===== config.mk =====
export PLATFORM = sky130hd
export DESIGN_NAME = counter_ctrl
export DESIGN_NICKNAME = d
export VERILOG_FILES = /design/src/rtl/counter_ctrl.sv
export SDC_FILE = /design/constraint.sdc
export NUM_CORES = 1
export LEC_CHECK = 0
export BUFFER_PORTS_ARGS = -buffer_cell sky130_fd_sc_hd__buf_2
export CAP_MARGIN = 20
export CORE_MARGIN = 1
export CORE_UTILIZATION = 58
export DETAILED_ROUTE_END_ITERATION = 7
export GPL_TIMING_DRIVEN = 0
export PLACE_DENSITY = 0.88
export SYNTH_ARGS = -nofsm -noshare
export SYNTH_HDL_FRONTEND = slang
export SYNTH_SLANG_ARGS = --single-unit

===== constraint.sdc =====
create_clock -name clk -period 3 [get_ports clk]
set_input_delay 0.15 -clock clk [delete_from_list [all_inputs] [get_ports clk]]
set_output_delay 0.15 -clock clk [all_outputs]
set_load 0.05 [all_outputs]

===== src/rtl/counter_ctrl.sv =====
// Run/stop/clear/mode control for a 0..MAX_COUNT up/down counter.
// Button pulses and UART command bytes are merged, prioritised and applied on a divided tick.
module counter_ctrl #(
    parameter int TICK_DIV  = 1_000_000,
    parameter int MAX_COUNT = 9999
) (
    input  logic        clk,
    input  logic        rst,
    input  logic        i_btn_run,
    input  logic        i_btn_clear,
    input  logic        i_btn_mode,
    input  logic [7:0]  i_rx_data,
    input  logic        i_rx_valid,
    output logic [13:0] o_count,
    output logic        o_run,
    output logic        o_mode,
    output logic        o_tick
);

    localparam int DIV_W = (TICK_DIV > 1) ? $clog2(TICK_DIV) : 1;
    localparam logic [DIV_W-1:0] DIV_LAST = DIV_W'(TICK_DIV - 1);
    localparam logic [13:0]      CNT_MAX  = 14'(MAX_COUNT);

    typedef enum logic [1:0] {ST_STOP, ST_RUN, ST_CLEAR} state_t;

    state_t           r_state;
    logic [DIV_W-1:0] r_div;
    logic [13:0]      r_count;
    logic             r_run;
    logic             r_mode;
    logic             r_tick;

    logic        w_rx_run, w_rx_clr, w_rx_mode;
    logic        w_run_cmd, w_clr_cmd, w_mode_cmd;
    logic [13:0] w_next_count;

    // A button and a UART byte for the same command in one cycle are OR-ed into one command.
    assign w_rx_run   = i_rx_valid && (i_rx_data == 8'h52 || i_rx_data == 8'h72);
    assign w_rx_clr   = i_rx_valid && (i_rx_data == 8'h43 || i_rx_data == 8'h63);
    assign w_rx_mode  = i_rx_valid && (i_rx_data == 8'h4D || i_rx_data == 8'h6D);
    assign w_run_cmd  = i_btn_run   || w_rx_run;
    assign w_clr_cmd  = i_btn_clear || w_rx_clr;
    assign w_mode_cmd = i_btn_mode  || w_rx_mode;

    always_comb begin
        w_next_count = r_count;
        if (!r_mode)
            w_next_count = (r_count == CNT_MAX) ? 14'd0 : r_count + 14'd1;
        else
            w_next_count = (r_count == 14'd0) ? CNT_MAX : r_count - 14'd1;
    end

    always_ff @(posedge clk or posedge rst) begin
        if (rst) begin
            r_state <= ST_STOP;
            r_div   <= '0;
            r_count <= '0;
            r_run   <= 1'b0;
            r_mode  <= 1'b0;
            r_tick  <= 1'b0;
        end else begin
            r_tick <= 1'b0;
            if (r_state == ST_CLEAR) begin
                r_state <= ST_STOP;
                r_div   <= '0;
                r_count <= '0;
                r_run   <= 1'b0;
            end else if (w_clr_cmd) begin
                r_state <= ST_CLEAR;
                r_div   <= '0;
                r_count <= '0;
                r_run   <= 1'b0;
            end else if (w_run_cmd) begin
                // Toggling run/stop freezes the divider, so a stop on a wrap cycle holds at DIV_LAST.
                r_state <= (r_state == ST_RUN) ? ST_STOP : ST_RUN;
                r_run   <= (r_state != ST_RUN);
            end else begin
                if (w_mode_cmd)
                    r_mode <= ~r_mode;
                if (r_state == ST_RUN) begin
                    if (r_div == DIV_LAST) begin
                        r_div   <= '0;
                        r_tick  <= 1'b1;
                        r_count <= w_next_count;
                    end else begin
                        r_div <= r_div + DIV_W'(1);
                    end
                end
            end
        end
    end

    assign o_count = r_count;
    assign o_run   = r_run;
    assign o_mode  = r_mode;
    assign o_tick  = r_tick;

endmodule


[Word-level counts from Yosys, hierarchy flattened]
Cells that the tools add are included.
Cells by class
  eq/ne operators: 12
  add/subtract/negate cells: 3
  multiplexer cells: 25
  reduce and logical (&&, ||, !) cells: 16
  bitwise gates (word level): 4
Operator list (number)
  $mux 14: 8
  $mux 20: 5
  $eq 8x7->1 const B: 6
  $add 20x1->20 const B: 1
  $eq 20x20->1 const B: 1
  $add 14x1->14 const B: 1
  $eq 14x14->1 const B: 1
  $logic_not 14->1: 1
  $sub 14x1->14 const B: 1
  $mux 1: 9
  $reduce_bool 3->1: 3
  $logic_or 1x1->1: 6
  $mux 2: 3
  $not 1->1: 4
  $reduce_and 4->1: 1
  $logic_and 1x1->1: 3
  $ne 3x1->1 const B: 1
  $reduce_and 3->1: 1
  $eq 2x1->1 const B: 1
  $eq 2x2->1 const B: 1
  $ne 2x1->1 const B: 1
  $reduce_and 2->1: 1
Word-level totals
  word-level logic and storage cells: 66
  register bits: 39
  output and inout bits: 17
  bits of input ports: 14

[Depth between registers and ports, before layout]
Gate-level depths: netlist (run 1).
  word-level depth: 8
  depth in mapped cells: 9
  gate-level depth less buffers: 8

[Worst setup path before layout (run 1)]
No wires, ideal clock.
  path kind: register to register
  start: register r_count[0] (netlist: o_count[0])
  end: register r_count[7] (netlist: o_count[7])
  library setup time: 0.121 ns
  clock period less this slack: 2.796 ns
  setup slack: 0.204 ns
  buffers on the path: 1
  required time: 2.879 ns
  arrival: 2.675 ns
  stages on the path, launching flop included: 10
  path through: dfrtp_1 inv_1 ha_1 or4b_1 buf_2 or4_4 o21a_4 a221oi_2 a31oi_1 a22o_1
Between the ends
  longest elaborated chain between the ends: 8
  elaborated cells between the ends (all ways): 12
  those cells by class: add/sub: 2; eq/ne: 1; mux: 8; reduce/logical: 1
RTL lines
  start, declared: RTL line 28  | logic [13:0] r_count;
  start signal, assigned: RTL line 84  | r_count <= w_next_count;
  $add 14x1->14 (tied with other cells): RTL line 48  | w_next_count = (r_count == CNT_MAX) ? 14'd0 : r_count + 14'd1;
  $mux 14 (on tied branches): RTL line 48, 50
  $mux 14 *: RTL line 47  | if (!r_mode)
  $mux 14 *: RTL line 81  | if (r_div == DIV_LAST) begin
  $mux 14 *: RTL line 80  | if (r_state == ST_RUN) begin
  $mux 14 *: RTL line 73  | end else if (w_run_cmd) begin
  $mux 14 *: RTL line 68  | end else if (w_clr_cmd) begin
  $mux 14 *: RTL line 63  | if (r_state == ST_CLEAR) begin
Every way passes the cells marked *; elsewhere a longest branch is shown, timed or not. The select of a mux whose other input is x is not followed.
A chain may end at the register's enable or synchronous reset.

[Worst setup path after layout (run 1)]
Same ends and word-level chain as after synthesis.

==> impl_metrics.ini, run 1 <==
[status]
status = complete, no violations

[setup_path]
worstPathRequired_ps = 3180
worst_path_max_delay_cell = or4_4
crit_type = register to register
critPathMaxFanout = 9
startpoint_type = register
slowest_delay_ps = 470
cp_cell_sequence = inv_1, ha_1, or4b_1, buf_2, or4_4, o21a_4, a221oi_2, a31oi_1, a22o_1
crit_path_end_kind = register
cp.arrival_ps = 3040

[logic_synthesis]
yosys.area_share.simple_pct = 32.1
synth_cell_types = 59
synth_xor_xnor_area_share_pct = 7.70
synth_top_cells_by_count = dfrtp_1, nor2_1, nand2_1
synthArstFlopShare_pct = 100
yosys.area.top_type_share_pct = 36.3
synth_mux_area_share_pct = 0.765
ys_ff_latch = 38
synthTopCellsByArea = dfrtp_1, nor2_1, xor2_1, nand3_1, nand2_1
syn_area_per_cell_um2 = 8.36
synth-main-ff-cell = dfrtp_1
synth_cells = 313
synth_edf_count = 0
syn-cell-area_um2 = 2620
synth-adder-area-share_pct = 1.43
yosysTopAreaCell = dfrtp_1
synth.most_common_cell = dfrtp_1
ys_warn_count = 0
synth_top_family_by_area = simple AND/OR/NAND/NOR gates
synth-compound-area-share_pct = 17.7
synth_nets = 330
yosysSeqAreaShare_pct = 36.3

[timing]
rsz0062_at_grt = no
setup_viol = 0
worst_hold_slack_ps = 2.41
fin_crit_sh_pct = 95.2
timing.fmax_mhz = 350
relSlewSlack_pct = 35.9
min_period_ps = 2860
setup_tns_ps = 0
hold_viol = 0
slew_viol_final = 0
tightest_slew_ps = 953
worst_clock_skew_ps = 11.8

[power_and_ir_drop]
leakagePower_nw = 1.27
p_int_mw = 0.858
p_comb_share_pct = 33.6
peakVddDrop_mv = 0.323
seqPwrFrac_pct = 40.9
switching_power_mw = 0.497
p_clk_share_pct = 25.4
finalPower_mw = 1.35
p_sw_share_pct = 36.7
powerDensity_nw_per_um2 = 466

[layout]
drive_gt1_share_pct = 14.4
area_growth_pct = 11.2
nNetsFinal = 366
antenna_cells = 0

[placed_design]
io_buffer_count = 29
dpl.hpwl_um = 4610
gp_congestion = 0.922

[hold_path]
hp-class = primary input to asynchronous set/reset pin

[global_routing]
grt_first_pass_wirelength_um = 11000
first_global_vias = 2295
track_usage_pct = 28.3
antenna_found_initial = 0
grt_max_degree = 39
overflow = 0

[floorplan]
fp-row-count = 24
die_w_um = 69.2
io_pins = 31
die_h_um = 69.2
core_area_um2 = 4350
die_area_um2 = 4780
start_util_pct = 60.1

[run]
maxCapViolations = 0

[clock_tree]
clock-root-buffer = clkbuf_8
tritoncts = done
clock-sinks = 38
path_clk_slew_ps = 80
cts_buffer_depth = 2
clk_latency_ps = 290
htreeDepth = 2
hold_buffers = 0
cts-resized-gates = 0
cts_buffers = 5
post_cts_buffers = 0

[detailed_routing]
top_layer = met4
first_pass_iters = 5
route.met3.wl_um = 316
dr.first_iter.drc_count = 284
m1WireLength_um = 2790
vias_per_cell = 6.30
drt_wl_total_um = 6480
vias = 2521
dr_wl_met2_um = 3240
drt_drc_violations_left = 0
detail-route-antenna-nets = 0
routedWlPerCell_um = 16.2
metrics by stage:
step / utilization, % / area (um^2) / instances / setup WS, ps
after global routing: 66.8 / 2910 / 400 / 12.7
after CTS: 66.8 / 2910 / 400 / 165
after floorplan: - / 2620 / 313 / 204
after global placement: 64.9 / 2830 / 394 / 259
final: 66.8 / 2910 / 400 / 143
after detailed placement: 64.9 / 2830 / 394 / 185
flip-flops by register name (all words and copies together), names as in the netlist:
register,flops
o_tick,1
r_state,2
o_count,14
r_div,20
o_mode,1
critical path: cells and delay by family, from the launching register on:
family / cells / cell delay, ps
buffers and inverters: 2 / 360
AOI/OAI and AO/OA: 4 / 780
and+or+nand+nor: 2 / 930
adders and majority gates: 1 / 240
DFF: 1 / 450
power groups by stage:
stage	combinational, mW	clock (mW)	sequential, mW
2_1_floorplan	0.295	0	0.603
3_3_place_gp	0.443	0	0.561
3_5_place_dp	0.449	0	0.562
4_1_cts	0.452	0.351	0.552
5_1_grt	0.492	0.371	0.557
6_report	0.456	0.345	0.554
worst paths after layout:
| kind | to | slack (ps) | cells past startpoint | startpoint |
|---|---|---|---|---|
| hold / removal | o_count[4] | 2 | 2 | rst |
| setup reg to reg | o_count[7] | 140 | 9 | o_count[0] |
| max in group asynchronous | o_count[0] | 2470 | 2 | rst |
| min in group clk | r_state[1] | 220 | 4 | i_btn_run |
| setup / recovery | o_count[7] | 140 | 9 | o_count[0] |
| hold reg to reg | r_div[17] | 560 | 2 | r_div[17] |
final cells by class:
cell class	count	area [um^2]
inverter	6	22.5
clock buffer	6	82.6
sequential	38	951
buffer	17	80.1
multi-input combinational	252	1560
timing repair buffer	29	145
tap	52	65.1
fill	363	1450
cell families (layout without fill, tap and decap cells):
logic type      Yosys count  in the layout
simple gates            159            159
compound gates           65             65
flops                    38             38
xor+xnor                 23             23
buf+inv                  23             58
fa+ha+maj                 3              3
mux                       2              2
layer usage:
metal | track usage (%) | vias to the layer above
li1 | - | 1216
met1 | 35.9 | 1196
met2 | 48.7 | 95
met3 | 4.53 | 14
met4 | 10.7 | 0
met5 | 0 | -
layout by cell type, fill, tap and decap left out, types with 3 or more instances in the layout:
master / instances
o31ai_1: 3
dfrtp_1: 38
clkbuf_1: 9
nand2b_1: 5
ha_1: 3
xnor2_1: 8
inv_1: 4
nor3_1: 18
a31oi_1: 6
nor3b_1: 6
a21oi_1: 7
nor4b_1: 5
nor2_1: 35
nand2_1: 27
clkbuf_8: 6
or3_1: 5
and3_1: 9
or4_1: 3
nor4_1: 5
o21ai_0: 19
and2_1: 3
nand3_1: 21
buf_2: 33
nand4_1: 3
xor2_1: 15
Power figures use the tool's default switching activity.
==> run 2: changes to the inputs <==
--- a/config.mk
+++ b/config.mk
@@ -7,11 +7,11 @@
 export LEC_CHECK = 0
 export BUFFER_PORTS_ARGS = -buffer_cell sky130_fd_sc_hd__buf_2
 export CAP_MARGIN = 20
-export CORE_MARGIN = 1
-export CORE_UTILIZATION = 58
+export CORE_MARGIN = 5
+export CORE_UTILIZATION = 50
 export DETAILED_ROUTE_END_ITERATION = 7
 export GPL_TIMING_DRIVEN = 0
-export PLACE_DENSITY = 0.88
+export PLACE_DENSITY = 0.79
 export SYNTH_ARGS = -nofsm -noshare
 export SYNTH_HDL_FRONTEND = slang
 export SYNTH_SLANG_ARGS = --single-unit
==> impl_metrics.ini, run 2 (synthesis gave the netlist of run 1 again) <==
[setup_path]
path_delay_family = simple AND/OR/NAND/NOR gates
worst_path_max_delay_cell = dfrtp_1
path_buf_inv = 2
slowest_delay_ps = 450
crit_type = register to register
rr_worst_depth = 9
cp_num_cells = 9
crit_path_end_kind = register
critPathMaxFanout = 9
cp_cell_sequence = inv_1, ha_1, or4b_1, buf_2, or4_4, o21a_4, a221oi_2, a31oi_1, a22o_1
worstPathRequired_ps = 3180
startpoint_type = register
cp.arrival_ps = 2990

[layout]
final_cells = 420
largest-register = r_div
multi_input_area_um2 = 1560
register_area_um2 = 951
nFillCells = 474
largest_register_ffs = 20
mostFrequentLayoutCell = dfrtp_1
antenna_cells = 0
drive_gt1_share_pct = 14.6
nNetsFinal = 366
final_cell_mix = dfrtp_1, nor2_1, buf_2
area_growth_pct = 12.4

[timing]
setup_tns_ps = 0
fin_crit_sh_pct = 93.8
hold_viol = 0
worst_clock_skew_ps = 2.86
setup_slack_ps = 185
slew_viol_final = 0
relSlewSlack_pct = 35.4
tightest_slew_ps = 963
min_period_ps = 2810
timing.fmax_mhz = 355
rsz0062_at_grt = no
worst_hold_slack_ps = 4.82
setup_viol = 0

[run]
maxCapViolations = 0

[detailed_routing]
routedWlPerCell_um = 15.1
vias_per_cell = 6.03
drt_wl_total_um = 6330
first_pass_iters = 7
detail-route-antenna-nets = 0
vias = 2531
drt_drc_violations_left = 0
dr.first_iter.drc_count = 265

[placed_design]
gp_congestion = 0.963
post-place-ws_ps = 248
dpl.hpwl_um = 4570
dp.cells = 412
io_buffer_count = 29

[global_routing]
first_global_vias = 2295
overflow = 0
grt_first_pass_wirelength_um = 10800
antenna_found_initial = 0
track_usage_pct = 20.4
grt_max_degree = 39

[power_and_ir_drop]
leakagePower_nw = 1.27
peakVddDrop_mv = 0.320
finalPower_mw = 1.37
powerDensity_nw_per_um2 = 467

[status]
status = complete, no violations

[clock_tree]
clock-sinks = 38
post_cts_buffers = 0
cts_buffer_depth = 2
clock-root-buffer = clkbuf_8
tritoncts = done
hold_buffers = 0
clk_latency_ps = 290
htreeDepth = 2
cts-resized-gates = 0
path_clk_slew_ps = 70
cts_buffers = 5

[floorplan]
die_h_um = 82.3
die_w_um = 82.3
fp-row-count = 26
core_area_um2 = 5110
io_pins = 31
start_util_pct = 51.2
die_area_um2 = 6780

[hold_path]
hp-class = primary input to asynchronous set/reset pin
==> run 2: metal layers <==
metal  wire length, um  global-route usage (%)  up-vias
li1                  -                       -     1218
met4                63                    4.98        0
met5                 0                       0        -
met2              3230                    35.6       74
met1              2710                    26.0     1232
met3               325                    3.80        7
==> run 2: per-stage QoR <==
stage,area [um^2],util (%)
2_1_floorplan,2620,-
6_report,2940,57.6
3_5_place_dp,2850,55.8
3_3_place_gp,2850,55.8
5_1_grt,2940,57.6
4_1_cts,2940,57.6
==> run 2: layout make-up <==
type                       count  share of cell area [%]
sequential                    38                    32.3
multi-input combinational    252                    53.1
timing repair buffer          29                    4.94
inverter                       6                   0.766
buffer                        17                    2.72
tap                           70                    2.98
clock inverter                 1                   0.170
clock buffer                   7                    2.94
==> run 2: final timing paths <==
| path | startpoint | slack (ps) | end |
|---|---|---|---|
| max in group asynchronous | rst | 2500 | o_count[12] |
| worst max-delay path | o_count[0] | 190 | o_count[7] |
| worst min register to register | r_div[5] | 550 | r_div[5] |
| worst max register to register | o_count[0] | 190 | o_count[7] |
| worst min-delay path | rst | 5 | o_count[3] |
| min in group clk | i_btn_run | 220 | r_state[1] |
==> run 2: report_power, final <==
| group | leakage, nW | internal [mW] | switching [mW] |
|---|---|---|---|
| Clock | 0.0482 | 0.185 | 0.175 |
| Sequential | 0.524 | 0.530 | 0.0228 |
| Combinational | 0.697 | 0.150 | 0.309 |
| Total | 1.27 | 0.866 | 0.507 |
==> run 3: changes to the inputs <==
--- a/config.mk
+++ b/config.mk
@@ -6,9 +6,10 @@
 export NUM_CORES = 1
 export LEC_CHECK = 0
 export BUFFER_PORTS_ARGS = -buffer_cell sky130_fd_sc_hd__buf_2
-export CAP_MARGIN = 20
+export CAP_MARGIN = 0
 export CORE_MARGIN = 5
 export CORE_UTILIZATION = 50
+export CTS_BUF_LIST = sky130_fd_sc_hd__clkbuf_4 sky130_fd_sc_hd__clkbuf_8
 export DETAILED_ROUTE_END_ITERATION = 7
 export GPL_TIMING_DRIVEN = 0
 export PLACE_DENSITY = 0.79
==> impl_metrics.ini, run 3 (synthesis gave the netlist of run 1 again) <==
[layout]
largest-register = r_div
antenna_cells = 0
nFillCells = 475
final_cells = 420
largest_register_ffs = 20
area_growth_pct = 12.5
drive_gt1_share_pct = 14.9
nNetsFinal = 366
mostFrequentLayoutCell = dfrtp_1
final_cell_mix = dfrtp_1, nor2_1, buf_2

[power_and_ir_drop]
finalPower_mw = 1.38
peakVddDrop_mv = 0.337
leakagePower_nw = 1.27
powerDensity_nw_per_um2 = 469

[detailed_routing]
routedWlPerCell_um = 15.0
vias_per_cell = 6.02
dr.first_iter.drc_count = 266
drt_wl_total_um = 6290
first_pass_iters = 5
drt_drc_violations_left = 0
detail-route-antenna-nets = 0
vias = 2529

[setup_path]
path_delay_family = simple AND/OR/NAND/NOR gates
slowest_delay_ps = 450
worstPathRequired_ps = 3180
worst_path_max_delay_cell = dfrtp_1
critPathMaxFanout = 9
cp.arrival_ps = 2980
r2r_setup_slack_ps = 200
cp_num_cells = 9
cp_cell_sequence = inv_1, ha_1, or4b_1, buf_2, or4_4, o21a_4, a221oi_2, a31oi_1, a22o_1
crit_type = register to register
worstReg2RegStart = o_count[0]
rr_worst_depth = 9
startpoint_type = register
path_buf_inv = 2
reg2reg_to = o_count[7]
crit_path_end_kind = register

[placed_design]
dpl.hpwl_um = 4570
gp_congestion = 0.963
io_buffer_count = 29
dp.cells = 412

[timing]
relSlewSlack_pct = 35.9
slew_viol_final = 0
fin_crit_sh_pct = 93.3
setup_viol = 0
min_period_ps = 2800
worst_clock_skew_ps = 3.07
setup_tns_ps = 0
hold_viol = 0
rsz0062_at_grt = no
timing.fmax_mhz = 357
tightest_slew_ps = 954

[clock_tree]
hold_buffers = 0
cts-resized-gates = 0
clock-root-buffer = clkbuf_8
path_clk_slew_ps = 70
clk_latency_ps = 290
cts_buffers = 5
post_cts_buffers = 0
tritoncts = done
htreeDepth = 2
cts_buffer_depth = 2
clock-sinks = 38

[floorplan]
die_w_um = 82.3
start_util_pct = 51.2
die_area_um2 = 6780
fp-row-count = 26
io_pins = 31
core_area_um2 = 5110
die_h_um = 82.3

[global_routing]
track_usage_pct = 20.4
grt_max_degree = 39
first_global_vias = 2293
grt_first_pass_wirelength_um = 10900
antenna_found_initial = 0
overflow = 0

[status]
status = complete, no violations

[hold_path]
hp-class = primary input to asynchronous set/reset pin

[run]
maxCapViolations = 0
run 3: cell counts in the layout (fill, tap and decap cells not counted):
No cell type changed its count.
run 3: how the worst max path moves through the flow:
stage | endpoint | slack (ps) | start
2_1_floorplan | o_count[7] | 200 | o_count[0]
3_3_place_gp | o_count[7] | 270 | o_count[0]
3_5_place_dp | o_count[7] | 250 | o_count[0]
4_1_cts | o_count[7] | 230 | o_count[0]
5_1_grt | o_count[7] | 80 | o_count[0]
6_report | o_count[7] | 200 | o_count[0]
run 3: metrics by stage:
step	utilization, %	instance area [um^2]	hold slack (ps)	setup WS, ps
2_1_floorplan	-	2620	342	204
3_3_place_gp	55.8	2850	499	273
3_5_place_dp	55.8	2850	357	248
4_1_cts	57.6	2940	37.5	232
5_1_grt	57.6	2940	65.4	83.9
6_report	57.6	2940	1.65	200
run 3: final cells by class:
type	count	area [um^2]	share of cell area, %
inverters	6	22.5	0.765
multi-input cells	252	1560	53.1
repair buffers	29	145	4.93
clock buffers	7	90.1	3.06
plain buffers	17	80.1	2.72
flip-flops and latches	38	951	32.3
clock inverters	1	5.00	0.170
well taps	70	87.6	2.97
run 3: power breakdown:
| group | switching (mW) | internal (mW) | leakage [nW] |
|---|---|---|---|
| Combinational | 0.306 | 0.150 | 0.697 |
| Clock | 0.176 | 0.194 | 0.0517 |
| Sequential | 0.0230 | 0.530 | 0.524 |
run 3: metal layers:
metal | vias to the layer above | GRT usage (%) | part of all wire (%)
li1 | 1221 | - | -
met1 | 1216 | 26.1 | 43
met2 | 83 | 35.6 | 51
met3 | 9 | 3.47 | 5.4
met4 | 0 | 4.98 | 1.2
met5 | - | 0 | 0
